<file path="config.mk">
export PLATFORM = sky130hd
export DESIGN_NAME = traffic_ctrl
export DESIGN_NICKNAME = d
export VERILOG_FILES = /design/src/rtl/traffic_ctrl.sv
export SDC_FILE = /design/constraint.sdc
export NUM_CORES = 1
export LEC_CHECK = 0
export BUFFER_PORTS_ARGS = -buffer_cell sky130_fd_sc_hd__buf_2
export CAP_MARGIN = 25
export CORE_MARGIN = 5
export CORE_UTILIZATION = 45
export CTS_CLUSTER_SIZE = 10
export DETAILED_ROUTE_END_ITERATION = 10
export GPL_ROUTABILITY_DRIVEN = 0
export GPL_TIMING_DRIVEN = 0
export PLACE_DENSITY = 0.69
export SETUP_SLACK_MARGIN = 0.1
export SLEW_MARGIN = 20
export SYNTH_ARGS = -nofsm -noshare
export SYNTH_HDL_FRONTEND = slang
export SYNTH_SLANG_ARGS = --single-unit
</file>
<file path="constraint.sdc">
create_clock -name clk -period 2.9 [get_ports clk]
set_input_delay 0.29 -clock clk [delete_from_list [all_inputs] [get_ports clk]]
set_output_delay 0.29 -clock clk [all_outputs]
set_load 0.005 [all_outputs]
</file>
<file path="src/rtl/traffic_ctrl.sv">
// traffic_ctrl: timed light-phase sequencer with latched pedestrian walk phase.
// Define TRAFFIC_BLINK_EN to blink yellow/off while disabled.
module traffic_ctrl #(
  parameter int C_CLK_FRQ   = 100000000,
  parameter int C_GREEN_MS  = 5000,
  parameter int C_YELLOW_MS = 2000,
  parameter int C_RED_MS    = 4000,
  parameter int C_WALK_MS   = 3000,
  parameter int C_BLINK_MS  = 500
) (
  input  logic       clk,
  input  logic       rstb,
  input  logic       inEn,
  input  logic       inWalkReq,
  output logic [2:0] outSel,
  output logic       outWalkPend,
  output logic       outWalkAck
);
  localparam int P = C_CLK_FRQ / 1000;
  localparam int PW = P > 1 ? $clog2(P) : 1;
  localparam int M1 = C_GREEN_MS > C_YELLOW_MS ? C_GREEN_MS : C_YELLOW_MS;
  localparam int M2 = C_RED_MS > C_WALK_MS ? C_RED_MS : C_WALK_MS;
  localparam int M3 = M1 > M2 ? M1 : M2;
  localparam int MAXD = M3 > C_BLINK_MS ? M3 : C_BLINK_MS;
  localparam int MW = $clog2(MAXD + 1);
  typedef enum logic [2:0] {
    S_RED    = 3'b000,
    S_GREEN  = 3'b001,
    S_YELLOW = 3'b010,
    S_WALK   = 3'b011,
    S_OFF    = 3'b100
  } state_t;
  state_t          state_q, state_d;
  logic [PW-1:0]   pre_q, pre_d;
  logic [MW-1:0]   ms_q, ms_d, dur;
  logic [2:0]      sel_q, sel_d;
  logic            pend_q, pend_d, ack_q, ack_d;
  logic            tick, done, clr, enter_walk;
`ifdef TRAFFIC_BLINK_EN
  logic            blink_q, blink_d;
`endif
  always_comb begin
    dur = state_q == S_RED    ? MW'(C_RED_MS) :
          state_q == S_GREEN  ? MW'(C_GREEN_MS) :
          state_q == S_YELLOW ? MW'(C_YELLOW_MS) :
          state_q == S_WALK   ? MW'(C_WALK_MS) : MW'(C_BLINK_MS);
    tick = pre_q == PW'(P - 1);
    done = tick && (ms_q + MW'(1) == dur);
    state_d = !inEn ? S_OFF :
              state_q == S_OFF ? S_RED :
              !done ? state_q :
              state_q == S_RED ? S_GREEN :
              state_q == S_GREEN ? S_YELLOW :
              state_q == S_YELLOW ? (pend_q ? S_WALK : S_RED) : S_RED;
    enter_walk = state_d == S_WALK && state_q != S_WALK;
    pend_d = (!inEn || enter_walk) ? 1'b0 : pend_q | (inWalkReq && state_q != S_WALK);
    ack_d = enter_walk;
`ifdef TRAFFIC_BLINK_EN
    // counters keep running in OFF to time the blink
    clr = state_d != state_q;
    blink_d = state_d != S_OFF ? 1'b0 : (state_q == S_OFF && done) ? ~blink_q : blink_q;
    sel_d = (state_d == S_OFF && blink_d) ? S_YELLOW : state_d;
`else
    clr = state_d != state_q || state_q == S_OFF;
    sel_d = state_d;
`endif
    pre_d = (clr || tick) ? '0 : pre_q + PW'(1);
    ms_d = (clr || done) ? '0 : ms_q + MW'(tick);
  end
  always_ff @(posedge clk or negedge rstb) begin
    if (!rstb) begin
      state_q <= S_OFF;
      sel_q   <= S_OFF;
      pre_q   <= '0;
      ms_q    <= '0;
      pend_q  <= 1'b0;
      ack_q   <= 1'b0;
`ifdef TRAFFIC_BLINK_EN
      blink_q <= 1'b0;
`endif
    end else begin
      state_q <= state_d;
      sel_q   <= sel_d;
      pre_q   <= pre_d;
      ms_q    <= ms_d;
      pend_q  <= pend_d;
      ack_q   <= ack_d;
`ifdef TRAFFIC_BLINK_EN
      blink_q <= blink_d;
`endif
    end
  end
  assign outSel      = sel_q;
  assign outWalkPend = pend_q;
  assign outWalkAck  = ack_q;
endmodule

</file>
==> results.toml <==
[run_status]
status = "completed"

[synth]
syn_nets = 249
synth-edff-count = 0
syn_area_um2 = 2200
async_flop_share = 1.00
ys.flop_type = "dfrtp_1"
synthTopCellsByArea = "dfrtp_1 39%, xor2_1 6.4%, nor3_1 5.7%"
synth_common_cells = "34 x dfrtp_1, 25 x nor3_1, 18 x nand2_1, 18 x nor2_1, 16 x xor2_1"
synth.most_common_cell = "dfrtp_1"
synth_top_area_cell = "dfrtp_1"
yosys.area.top_type_share = 0.386
synth_cell_type_count = 53
synth_seq_area_share = 0.398
synthCells = 242
yosys_warnings = 0
ys_seq_elements = 35
avgSynthCellArea_um2 = 9.10

[clock_tree]
cts-buffers-inserted = 5
clk-insertion-delay-late_ns = 0.29
cts_tree = "done"
cts.path.max_buffers = 2
cts_root_buf = "clkbuf_8"
cts.sinks = 35
h-tree-depth = 2
clk_pin_slew_worst_paths_ns = 0.07

[worst_setup_path]
critPathLaunch = "state_q[2]"
cp_num_buf_inv = 1
crit_path_cell_trace = "or3b_1 -> a221oi_2 -> o22ai_1 -> or4_4 -> nor3_4 -> buf_4 -> nor3_1"
crit_slowest_cell = "dfstp_2"
worst-endpoint-arrival_ns = 2.88
critical_path_class = "flip-flop to flip-flop"
cp-start-kind = "flip-flop"
endpoint = "ms_q[7]"
end_kind = "flip-flop"
ff2ff_path_depth = 7
crit_cells = 7
r2r_start = "state_q[2]"
crit_family = "simple AND/OR/NAND/NOR gates"
r2r_end = "ms_q[7]"
cp_max_fo = 10
rrSetupSlack_ns = 0.17
slowest_delay_ns = 0.63
cp.required_ns = 3.05

[place]
port_buffers = 7
place_ws_ns = -0.0362
dpl.cell_count = 316
place_area_um2 = 2320
hpwl_um = 3390

[timing]
final_max_slew_viol_count = 0
hold_viol = 0
period_share = 0.941
worst_slack_ns = 0.170
tightest_slew_ns = 0.774
fin_skew_ns = 0.00562
setup_viol = 0
max_freq_mhz = 366
post-route-min-period_ns = 2.73
slew_headroom = 0.484
rsz0062_at_grt = "yes"

[pwr]
switching_power_mw = 0.213
p_per_area_nw_per_um2 = 347
pwr-share-clk = 0.392
switching_share = 0.243
ir_drop_mv = 0.240
p_seq_frac = 0.563
cellInternalPower_mw = 0.666
leakage_nw = 0.979
p_comb_frac = 0.044

[floorplanning]
die_y_um = 80.0
start_util = 0.466
fp-row-count = 25
pin_count = 9
die_w_um = 80.0
core_area_um2 = 4720
dieArea_um2 = 6390

[drt]
final_antenna_net_count = 0
drtIter0Drc = 136
via_count = 1843
drc = 0
dr.pass1.iters = 4
vias_per_cell = 5.57
wl_um = 4880
post_drt_wl_per_cell_um = 14.7

[global_routing]
track_usage = 0.167
grt_max_degree = 36
grt_overflow_total = 0
grt_pass1_wl_um = 8340
antenna_found_initial = 0
grt_pass1_vias = 1798

[layout]
design_area_um2 = 2540
fillers = 434
fin_cells = 331
finalNetCount = 271
diodes = 0
drive_above_1_share = 0.174
synthToLayoutAreaGrowth_pct = 15.2

[min_path]
min_path_type = "primary input to async pin"

[run]
max_cap_viol_count = 0
## state kept, by name, summed over array words and instances, names as in the netlist
register	count
state_q	3
outWalkAck	1
outWalkPend	1
pre_q	17
ms_q	13
## cells by family after synthesis
group	after synthesis	share of synthesized area
flip-flops	35	0.398
buffers and inverters	22	0.0437
multiplexers	2	0.00909
adder cells (fa/ha/maj)	3	0.0170
XOR/XNOR	27	0.107
AND/OR/NAND/NOR	130	0.345
AO/OA/AOI/OAI	23	0.0796
## area by class of cell
| class | count | area [um2] | area share |
|---|---|---|---|
| timing repair buffer | 15 | 95.1 | 0.0375 |
| clock buffer | 5 | 68.8 | 0.0271 |
| sequential | 35 | 877 | 0.346 |
| clock inverter | 2 | 13.8 | 0.00543 |
| inverter | 5 | 18.8 | 0.00740 |
| multi-input combinational | 185 | 1290 | 0.510 |
| tap | 67 | 83.8 | 0.0331 |
| buffer | 17 | 86.3 | 0.0340 |
## placed cells by master (no fill, tap or decap), types with 3 or more instances in the layout
| master | synthesis | final |
|---|---|---|
| dfrtp_1 | 34 | 34 |
| nor3_1 | 25 | 25 |
| nand2_1 | 18 | 18 |
| nor2_1 | 18 | 18 |
| xor2_1 | 16 | 16 |
| nand4_1 | 13 | 13 |
| xnor2_1 | 11 | 11 |
| buf_2 | 5 | 10 |
| buf_4 | 0 | 10 |
| nand3_1 | 10 | 9 |
| clkbuf_1 | 11 | 8 |
| inv_1 | 5 | 5 |
| and3_1 | 8 | 5 |
| clkbuf_8 | 0 | 5 |
| a21oi_1 | 4 | 4 |
| o21ai_0 | 4 | 4 |
| clkbuf_2 | 0 | 3 |
| nand2b_1 | 3 | 3 |
| nor4_1 | 4 | 3 |
| and4_1 | 3 | 3 |
| nand3b_1 | 3 | 3 |
| or3b_1 | 3 | 3 |
| or3_1 | 3 | 3 |
| and3_4 | 0 | 3 |
## worst reg2reg max path, delay by kind of cell, from the launching register on
kind	cells	cell delay (ns)
AND/OR/NAND/NOR	4	1.35
AO/OA/AOI/OAI	2	0.37
flip-flops	1	0.63
buffers and inverters	1	0.25
## power groups by stage
| stage | combinational [mW] | sequential, mW | clock, mW |
|---|---|---|---|
| finish | 0.0391 | 0.496 | 0.345 |
| global route | 0.0457 | 0.496 | 0.386 |
| CTS | 0.0402 | 0.495 | 0.356 |
| detailed placement | 0.0400 | 0.505 | 0 |
| global placement | 0.0393 | 0.505 | 0 |
| floorplan | 0.0212 | 0.504 | 0 |
## layer usage
metal,GRT usage,share of wire,vias to the layer above
met5,0,0,-
met4,0.0625,0.013,0
li1,-,-,918
met3,0.0339,0.047,8
met1,0.210,0.44,875
met2,0.279,0.50,42
## through the flow
stage	util	setup TNS, ns	power, mW	hold slack [ns]
global route	0.537	0	0.928	0.151
global placement	0.491	-0.0202	0.544	0.412
detailed placement	0.491	-0.0519	0.545	0.422
floorplan	-	0	0.525	-0.00559
finish	0.537	0	0.880	0.0678
CTS	0.513	0	0.892	0.107
## what timing repair did
item / 4_1_cts / 5_1_grt
setup buffers: 0 / 8
hold buffers: 0 / 0
endpoints found under the hold margin: 0 / 0
pin swaps: 2 / 4
gates resized for setup: 4 / 16
setup endpoints to repair: 5 / 21
## how the worst min path moves through the flow
stage          start         end  slack, ns  cells after the start
2_1_floorplan   rstb     ms_q[0]     -0.006                      0
3_3_place_gp    rstb     ms_q[7]       0.41                      1
3_5_place_dp    rstb     ms_q[8]       0.42                      1
4_1_cts         rstb  state_q[0]       0.11                      1
5_1_grt         rstb  state_q[0]       0.15                      1
6_report        rstb     ms_q[8]       0.07                      1
Power figures use the tool's default switching activity.
